**config.mk**
```make
export PLATFORM = sky130hd
export DESIGN_NAME = channel_responder
export DESIGN_NICKNAME = d
export VERILOG_FILES = /design/src/rtl/channel_responder.sv
export SDC_FILE = /design/constraint.sdc
export NUM_CORES = 1
export LEC_CHECK = 0
export ABC_AREA = 1
export CORE_ASPECT_RATIO = 1.1
export CORE_MARGIN = 1
export CORE_UTILIZATION = 39
export DETAILED_ROUTE_END_ITERATION = 16
export PLACE_DENSITY = 0.76
export SYNTH_ARGS = -nofsm -noshare
export SYNTH_HDL_FRONTEND = slang
export SYNTH_SLANG_ARGS = --single-unit
```
**constraint.sdc**
```tcl
create_clock -name clk -period 4.9 [get_ports clk]
set_input_delay 1.47 -clock clk [delete_from_list [all_inputs] [get_ports clk]]
set_output_delay 1.47 -clock clk [all_outputs]
set_load 0.01 [all_outputs]
```
**src/rtl/channel_responder.sv**
```systemverilog
`default_nettype none
// ============================================================================
// Module   : channel_responder
// Brief    : Control-unit end of the channel bus-and-tag interface. Answers
//            initial selection, takes one command byte, presents one status.
// Revision : 1.0 - initial release
// ============================================================================
module channel_responder #(
    parameter logic [7:0]  ADDRESS      = 8'hE0,
    parameter logic [7:0]  ADDRESS_MASK = 8'hFF,
    parameter int unsigned SETTLE       = 4
) (
    input  logic       clk,
    input  logic       reset,
    input  logic [7:0] bus_out,
    input  logic       bus_out_parity,
    input  logic       operational_out,
    input  logic       hold_out,
    input  logic       address_out,
    input  logic       command_out,
    input  logic       service_out,
    input  logic       suppress_out,
    input  logic       selection_x,
    output logic [7:0] bus_in,
    output logic       bus_in_parity,
    output logic       operational_in,
    output logic       request_in,
    output logic       address_in,
    output logic       status_in,
    output logic       service_in,
    output logic       selection_y,
    output logic       cmd_strobe,
    output logic [7:0] cmd,
    output logic       cmd_parity_error,
    input  logic       status_valid,
    input  logic [7:0] status,
    output logic       status_done,
    output logic       status_stacked,
    output logic       abort
);

    typedef enum logic [3:0] {
        S_IDLE          = 4'd0,
        S_PASS          = 4'd1,
        S_SETTLE_ADDR   = 4'd2,
        S_ADDR_IN       = 4'd3,
        S_CMD           = 4'd4,
        S_WAIT_STATUS   = 4'd5,
        S_SETTLE_STATUS = 4'd6,
        S_STATUS_IN     = 4'd7,
        S_DISC          = 4'd8
    } state_t;

    localparam logic [7:0] c_settle_load = 8'(SETTLE);

    state_t     r_state, w_state_next;
    logic [7:0] r_count, w_count_next;
    logic [7:0] w_bus_in_next, w_cmd_next;
    logic       w_op_in_next, w_addr_in_next, w_status_in_next, w_sel_y_next;
    logic       w_cmd_perr_next, w_strobe_next, w_done_next, w_stacked_next;
    logic       w_abort_next, w_match, w_drop;
    logic       w_unused_tags;

    assign w_unused_tags = hold_out ^ suppress_out;
    assign request_in    = 1'b0;
    assign service_in    = 1'b0;

    assign w_match = ((bus_out & ADDRESS_MASK) == (ADDRESS & ADDRESS_MASK));

    // Losing operational out, or select before the command arrives, ends the connection.
    assign w_drop = (r_state != S_IDLE) && (r_state != S_PASS) &&
                    (!operational_out ||
                     (!selection_x && (r_state == S_SETTLE_ADDR || r_state == S_ADDR_IN)));

    always_comb begin
        w_state_next     = r_state;
        w_count_next     = r_count;
        w_bus_in_next    = bus_in;
        w_op_in_next     = operational_in;
        w_addr_in_next   = address_in;
        w_status_in_next = status_in;
        w_sel_y_next     = selection_y;
        w_cmd_next       = cmd;
        w_cmd_perr_next  = cmd_parity_error;
        w_strobe_next    = 1'b0;
        w_done_next      = 1'b0;
        w_stacked_next   = 1'b0;
        w_abort_next     = 1'b0;

        if (w_drop) begin
            w_state_next     = S_IDLE;
            w_bus_in_next    = 8'h00;
            w_op_in_next     = 1'b0;
            w_addr_in_next   = 1'b0;
            w_status_in_next = 1'b0;
            w_sel_y_next     = 1'b0;
            w_abort_next     = 1'b1;
        end else begin
            case (r_state)
                S_IDLE: begin
                    if (selection_x) begin
                        if (address_out && operational_out && w_match) begin
                            w_state_next  = S_SETTLE_ADDR;
                            w_bus_in_next = ADDRESS;
                            w_op_in_next  = 1'b1;
                            w_count_next  = c_settle_load;
                        end else begin
                            w_state_next = S_PASS;
                            w_sel_y_next = 1'b1;
                        end
                    end
                end
                S_PASS: begin
                    if (!selection_x || !operational_out) begin
                        w_state_next = S_IDLE;
                        w_sel_y_next = 1'b0;
                    end
                end
                S_SETTLE_ADDR: begin
                    if (r_count <= 8'd1) begin
                        w_state_next   = S_ADDR_IN;
                        w_addr_in_next = 1'b1;
                    end else begin
                        w_count_next = r_count - 8'd1;
                    end
                end
                S_ADDR_IN: begin
                    if (command_out) begin
                        w_state_next    = S_CMD;
                        w_cmd_next      = bus_out;
                        w_cmd_perr_next = ~(^{bus_out, bus_out_parity});
                        w_addr_in_next  = 1'b0;
                        w_bus_in_next   = 8'h00;
                    end
                end
                S_CMD: begin
                    if (!command_out) begin
                        w_state_next  = S_WAIT_STATUS;
                        w_strobe_next = 1'b1;
                    end
                end
                S_WAIT_STATUS: begin
                    if (status_valid) begin
                        w_state_next  = S_SETTLE_STATUS;
                        w_bus_in_next = status;
                        w_count_next  = c_settle_load;
                    end
                end
                S_SETTLE_STATUS: begin
                    if (r_count <= 8'd1) begin
                        w_state_next     = S_STATUS_IN;
                        w_status_in_next = 1'b1;
                    end else begin
                        w_count_next = r_count - 8'd1;
                    end
                end
                S_STATUS_IN: begin
                    // Service out takes precedence when both tags rise together.
                    if (service_out) begin
                        w_state_next     = S_DISC;
                        w_status_in_next = 1'b0;
                        w_bus_in_next    = 8'h00;
                        w_done_next      = 1'b1;
                    end else if (command_out) begin
                        w_state_next     = S_DISC;
                        w_status_in_next = 1'b0;
                        w_bus_in_next    = 8'h00;
                        w_stacked_next   = 1'b1;
                    end
                end
                S_DISC: begin
                    w_bus_in_next = 8'h00;
                    if (!service_out && !command_out && !selection_x) begin
                        w_state_next = S_IDLE;
                        w_op_in_next = 1'b0;
                    end
                end
                default: begin
                    w_state_next = S_IDLE;
                end
            endcase
        end
    end

    always_ff @(posedge clk or posedge reset) begin
        if (reset) begin
            r_state          <= S_IDLE;
            r_count          <= 8'h00;
            bus_in           <= 8'h00;
            bus_in_parity    <= 1'b0;
            operational_in   <= 1'b0;
            address_in       <= 1'b0;
            status_in        <= 1'b0;
            selection_y      <= 1'b0;
            cmd              <= 8'h00;
            cmd_parity_error <= 1'b0;
            cmd_strobe       <= 1'b0;
            status_done      <= 1'b0;
            status_stacked   <= 1'b0;
            abort            <= 1'b0;
        end else begin
            r_state          <= w_state_next;
            r_count          <= w_count_next;
            bus_in           <= w_bus_in_next;
            bus_in_parity    <= ~^w_bus_in_next;
            operational_in   <= w_op_in_next;
            address_in       <= w_addr_in_next;
            status_in        <= w_status_in_next;
            selection_y      <= w_sel_y_next;
            cmd              <= w_cmd_next;
            cmd_parity_error <= w_cmd_perr_next;
            cmd_strobe       <= w_strobe_next;
            status_done      <= w_done_next;
            status_stacked   <= w_stacked_next;
            abort            <= w_abort_next;
        end
    end

endmodule
`default_nettype wire

```
==> results of run 1 <==
-- final cells by class --
class                   instances  area [um2]
fillers                       590        2790
repair buffers                 51         508
clock buffers                   5        68.8
clock inverters                 3        40.0
flip-flops and latches         38         951
well taps                      77        96.3
inverters                      58         221
multi-input cells             244        1240
-- metal layers --
metal	wire, um	vias to the layer above
met5	0	-
met4	76	0
met3	165	6
met2	2790	43
met1	2630	1076
li1	-	1192
-- power groups by stage --
stage,combinational (mW),sequential [mW],clock (mW)
floorplan,0.717,0.527,0
global placement,1.04,0.502,0
detailed placement,1.08,0.507,0
CTS,1.08,0.503,0.268
global route,1.22,0.516,0.278
finish,1.07,0.502,0.263
-- path summary, 6_finish.rpt --
path,from,endpoint,slack [ns],cells past startpoint
min reg2reg,cmd[1],cmd[1],0.49,2
max reg2reg,r_state[2],r_count[4],2.72,12
min in group asynchronous,reset,cmd[6],1.58,3
min,cmd[1],cmd[1],0.49,2
max,operational_out,r_count[4],1.66,12
max in group asynchronous,reset,bus_in[3],2.98,3
-- worst min-delay path, delay by kind of cell, from the launching register on --
kind	cells	cell delay (ns)
DFF	1	0.35
and+or+nand+nor	1	0.05
AOI/OAI and AO/OA	1	0.06
-- metrics by stage --
stage	hold WS (ns)	cell area [um2]
CTS	0.492	3130
finish	0.488	3130
global placement	0.471	3020
floorplan	0.474	2450
detailed placement	0.473	3020
global route	0.514	3130
-- synthesized netlist by cell type (2+ instances only) --
cell,count
a21oi_1,8
buf_2,2
buf_4,3
clkinv_1,2
dfrtp_1,38
ha_1,2
inv_1,50
inv_2,4
mux2_2,3
nand2_1,97
nand2_2,9
nand3_1,32
nand3_2,2
nand4_1,2
nor2_1,28
nor2_2,3
nor3_1,5
o211ai_1,3
o21ai_0,22
o31ai_1,3
xnor2_1,5
xor2_1,4
-- sequential cells by signal (all words and copies together), names as in the netlist, 4 cells and up --
| name | count |
|---|---|
| r_count | 8 |
| bus_in | 8 |
| r_state | 4 |
| cmd | 8 |
-- kinds of logic after synthesis --
family                   after synthesis  share of synthesized area
AND/OR/NAND/NOR                      186                      0.351
buffers and inverters                 63                      0.104
AO/OA/AOI/OAI                         42                     0.0983
flip-flops                            38                      0.389
XOR/XNOR                               9                     0.0323
multiplexers                           3                     0.0138
adder cells (fa/ha/maj)                2                     0.0102
other                                  1                    0.00153
==> results.md, run 1 <==
* Cell Int Power at 1.00 mW
* CP Buf/Inv Count at 4
* CP Capture Type: register
* Max incr delay on CP at 0.52 ns
* H-tree depth at 2
* Setup Slack @ Placement at 1.35 ns
* # IOs at 55
* Via Count at ~2.3k
* Pwr Total at 1.84 mW
* Drt first-iter violations at about 140
* Dpl hpwl at between 4 and 5 mm
* Clock Latency Late Sink at 0.29 ns
* Die Span Y at between 80 and 90 um
* TritonRoute pass-1 iters at 4
* Commonest non-fill, non-tap cell in the layout: nand2_1
* Slew Limit Fails at 0
* DP Cell Count at 468
* PwrDens at slightly below 600 mW/mm2
* Met2 global-route usage at 0.318
* Ys async rst share at 1.00
* Vias in the first global route at 2213
* Critical path arrival at ~3.4 ns
* CTS Root Cell: clkbuf_8
* Max Clock Skew at about 0.0096 ns
* Total of max-cap violations at 0
* Final WL at about 5.7 mm
* Yosys top cell by area: dfrtp_1
* Worst path required time at 5.08 ns
* Fin. Hold Viols at 0
* Reg power frac at 0.273
* CTS tree: done
* Wire per inst at 11.9 um
* Clk slew on worst S/H paths at 0.08 ns
* Core box area at 0.00591 mm2
* Cts hold-fix bufs at 0
* Post-route core utilization at 0.529
* Average vias per placed instance at 4.87
* Post-Synthesis Cells at around 340
* Most frequent cells in the layout: nand2_1 (97), inv_1 (50), clkdlybuf4s50_1 (50), dfrtp_1 (38), nand3_1 (32)
* Slew @ Worst Pin at 0.568 ns
* Final setup violation count at 0
* Starting density of the core at 0.413
* Ys Warns at 0
* Worst-path fanout max at 26
* PortBufs at 50
* Switching share of power at 0.455
* Clk buf depth at 2
* Non-Filler Instances at 476
* Status: complete, no violations
* Num Clock Sinks at 38
* Final ANT Viol Nets at 0
* # nets final at 427
* Netlist cell types at 39
* Period minus WS final at between 3 and 4 ns
* Slew HR at 0.620
* Class of the tightest hold or removal check: reg -> reg
* Post-synth top area share at 0.389
* P_sw at 836 uW
* First-pass GRT wire length at 9.68 mm
* Synthesis-to-finish area growth at 28.0%
* RSZ-0062 raised after global routing: false
* Final routed DRC violation total at 0
* CTS resizes at 0
* Seq/Total Area, Yosys at 0.389
* Clock power share at 0.143
* Crit-path cells: clkdlybuf4s50_1, inv_1, nand2_1, nand2_2, nand2_4, inv_4, nor4_2, nand2_2, clkinv_2, nand3_1, nand2_1, a21oi_2
* Chip width at 77.5 um
* CTS Buf Count at 5
* EDFF count, synth at 0
* Combinational share of power at 0.584
* Area of the mapped netlist at roughly 0.0024 mm2
* Met1 usage at 0.231
* Postcts setup bufs at 0
* Layout cells sized above 1 at 0.0977
* Largest net degree at the start of global routing at 39
* Top cells by area, synth: dfrtp_1 (39%), nand2_1 (15%), inv_1 (7.7%)
* Final WS setup at 1.66 ns
* Static Leak at 1.59 nW
* Syn Area/Cell at 7.10 um2
* Met3 Usage GRT at 0.0290
* CP max stage cell: clkdlybuf4s50_1
* Setup Crit Path Kind: in -> reg
* Busiest layer in global routing: met2
* Ys flop type: dfrtp_1
* Delay-heaviest family, CP: simple AND/OR/NAND/NOR gates
* Global placer's final weighted congestion at 0.905
* Yosys reg bits at 38
* CP Launch Type: input pin
* Period utilization at 0.662
* Total grt overflow at 0
* Total GRT Usage at 0.185
* Fmax at 0.308 GHz
* # diodes at 0
* Num rows at 29
* Initial antenna violation count at 0
* Die footprint at ~0.0066 mm2
* Peak supply drop at about 0.31 mV
* Setup TNS at 0 ns
Power figures use the tool's default switching activity.
==> inputs of run 2 (changes only) <==
==> constraint.sdc (replaced) <==
create_clock -name clk -period 3.35 [get_ports clk]
set_input_delay 1.005 -clock clk [delete_from_list [all_inputs] [get_ports clk]]
set_output_delay 1.005 -clock clk [all_outputs]
set_load 0.01 [all_outputs]
==> results.md, run 2 (synthesis results as in run 1) <==
* Status: complete, no violations
* Vias in the first global route at 2277 (+2.9%)
* Hold_sp: cmd[2]
* Initial antenna violation count at 0 (unchanged)
* PortBufs at 50 (unchanged)
* Final WS setup at 0.636 ns (-1.02 ns)
* Synthesis-to-finish area growth at 28.6%
* Layout cells sized above 1 at 0.102 (+0.00450)
* CP max stage cell: clkdlybuf4s50_1
* Max incr delay on CP at 0.51 ns (about the same)
* Fin. Hold Viols at 0 (unchanged)
* CP Launch Type: input pin
* Worst-path fanout max at 20 (-23%)
* Slew Limit Fails at 0 (unchanged)
* Postcts setup bufs at 0 (unchanged)
* Starting density of the core at 0.413 (unchanged)
* CTS Root Cell: clkbuf_8
* Period minus WS final at 2.71 ns
* Period utilization at 0.810
* Post-route core utilization at 0.531 (+0.00254)
* Largest net degree at the start of global routing at 39 (unchanged)
* Core box area at 0.00591 mm2 (unchanged)
* Placed inst area at 0.00303 mm2 (+0.50%)
* Setup TNS at 0 ns (unchanged)
* PwrDens at 854 mW/mm2 (+45%)
* Crit-path cells: clkdlybuf4s50_1, inv_1, nand2_1, nand2_2, nand2_4, inv_4, nor4_2, nand2_2, clkinv_2, nand3_1, nand2_1, a21oi_2
* CTS tree: done
* Met3 Usage GRT at 0.0323 (+0.00323)
* Total GRT Usage at 0.187 (+0.00194)
* Clock Latency Late Sink at 0.30 ns (about the same)
* Num Clock Sinks at 38 (unchanged)
* Total of max-cap violations at 0 (unchanged)
* Clk slew on worst S/H paths at 0.08 ns (about the same)
* CTS resizes at 0 (unchanged)
* Wire per inst at 11.9 um (about the same)
* Non-Filler Instances at 478 (+0.42%)
* Setup Slack @ Placement at 0.317 ns (-1.03 ns)
* R2R Path End: r_state[1]
* Fmax at ~0.37 GHz
* WHS Endpoint: cmd[2]
* Hold Crit Depth at 2 (unchanged)
* H-tree depth at 2 (unchanged)
* TritonRoute pass-1 iters at 5 (+1)
* Chip width at 77.5 um (unchanged)
* # diodes at 0 (unchanged)
* RR Startpoint: r_state[3]
* Total grt overflow at 0 (unchanged)
* Dpl hpwl at 4.34 mm (-2.3%)
* Post-Layout Inst Area at 0.00314 mm2 (+0.48%)
* Global placer's final weighted congestion at 0.932 (+3.0%)
* Die footprint at 0.00659 mm2 (unchanged)
* Class of the tightest hold or removal check: reg -> reg
* Die Span Y at 85.0 um (unchanged)
* # nets final at 429 (+0.47%)
* Worst path required time at 3.54 ns (-1.54 ns)
* CP Capture Type: register
* First-pass GRT wire length at 9.85 mm (+1.8%)
* Setup Crit Path Kind: in -> reg
* Pwr Total at 2.68 mW (+46%)
* Delay-heaviest family, CP: simple AND/OR/NAND/NOR gates
* Met1 usage at 0.233 (+0.00157)
* Worst reg2reg path depth at 10 (-2)
* Final routed DRC violation total at 0 (unchanged)
* CP Buf/Inv Count at 4 (unchanged)
* Via Count at 2347 (+1.3%)
* Most frequent cells in the layout: nand2_1 (97), inv_1 (50), clkdlybuf4s50_1 (50), dfrtp_1 (38), nand3_1 (32)
* RSZ-0062 raised after global routing: false
* Final WL at 5.69 mm (+0.44%)
* Cts hold-fix bufs at 0 (unchanged)
* Met2 global-route usage at 0.324 (+0.00644)
* Min Hold Slack at 0.488 ns (+0.000215 ns)
* Average vias per placed instance at 4.91 (+0.87%)
* Busiest layer in global routing: met2
* Drt first-iter violations at 145 (+2.8%)
* Clk buf depth at 2 (unchanged)
* CTS Buf Count at 5 (unchanged)
* Peak supply drop at 0.522 mV (+67%)
* Final ANT Viol Nets at 0 (unchanged)
* Final setup violation count at 0 (unchanged)
* # IOs at 55 (unchanged)
* Biggest regs: bus_in: 8 flops, cmd: 8 flops, r_count: 8 flops
* Max Clock Skew at 0.00982 ns (+0.000236 ns)
* Critical path arrival at 2.90 ns (-0.52 ns)
* # fillers at 567 (-3.9%)
* Setup slack, reg-to-reg at 1.19 ns (-1.53 ns)
* Commonest non-fill, non-tap cell in the layout: nand2_1
* DP Cell Count at 470 (+0.43%)
* Static Leak at 1.60 nW (+0.53%)
* Num rows at 29 (unchanged)
[run 2: cell count changes in the layout (fill, tap and decap cells not counted), sizes merged]
cell,previous run,this run
buf,1,3
[run 2: layout make-up]
type / count / area (um2) / share of cell area
tap: 77 / 96.3 / 0.0307
timing repair buffer: 53 / 523 / 0.166
inverter: 58 / 221 / 0.0705
clock buffer: 5 / 68.8 / 0.0219
clock inverter: 3 / 40.0 / 0.0127
multi-input combinational: 244 / 1240 / 0.395
sequential: 38 / 951 / 0.303
[run 2: worst max path at each step]
stage                         start             to  depth (start not counted)
floorplan                bus_out[0]  bus_in_parity                         16
global placement    operational_out     r_count[3]                         10
detailed placement  operational_out     r_count[3]                         10
CTS                 operational_out     r_count[3]                         10
global route        operational_out     r_count[4]                         12
finish              operational_out     r_count[4]                         12
[run 2: report_power, final]
group	leakage [nW]	internal (mW)	total, mW	switching, mW
Combinational	1.04	0.634	1.56	0.930
Sequential	0.503	0.621	0.730	0.109
Clock	0.0579	0.219	0.390	0.171
Total	1.60	1.47	2.68	1.21
[run 2: metal layers]
layer | wire length, um | vias up
met5 | 0 | -
li1 | - | 1194
met3 | 201 | 7
met1 | 2610 | 1094
met4 | 88 | 0
met2 | 2790 | 52
[run 2: worst register-to-register path: stages, from the launching register on]
cell,delay (ns)
dfrtp_1,0.45
nor2_2,0.25
nand2_2,0.08
nand2_2,0.11
nand2_4,0.16
buf_4,0.21
nand3b_1,0.11
o211ai_1,0.17
nor4_4,0.33
nand3_1,0.12
o21ai_0,0.10
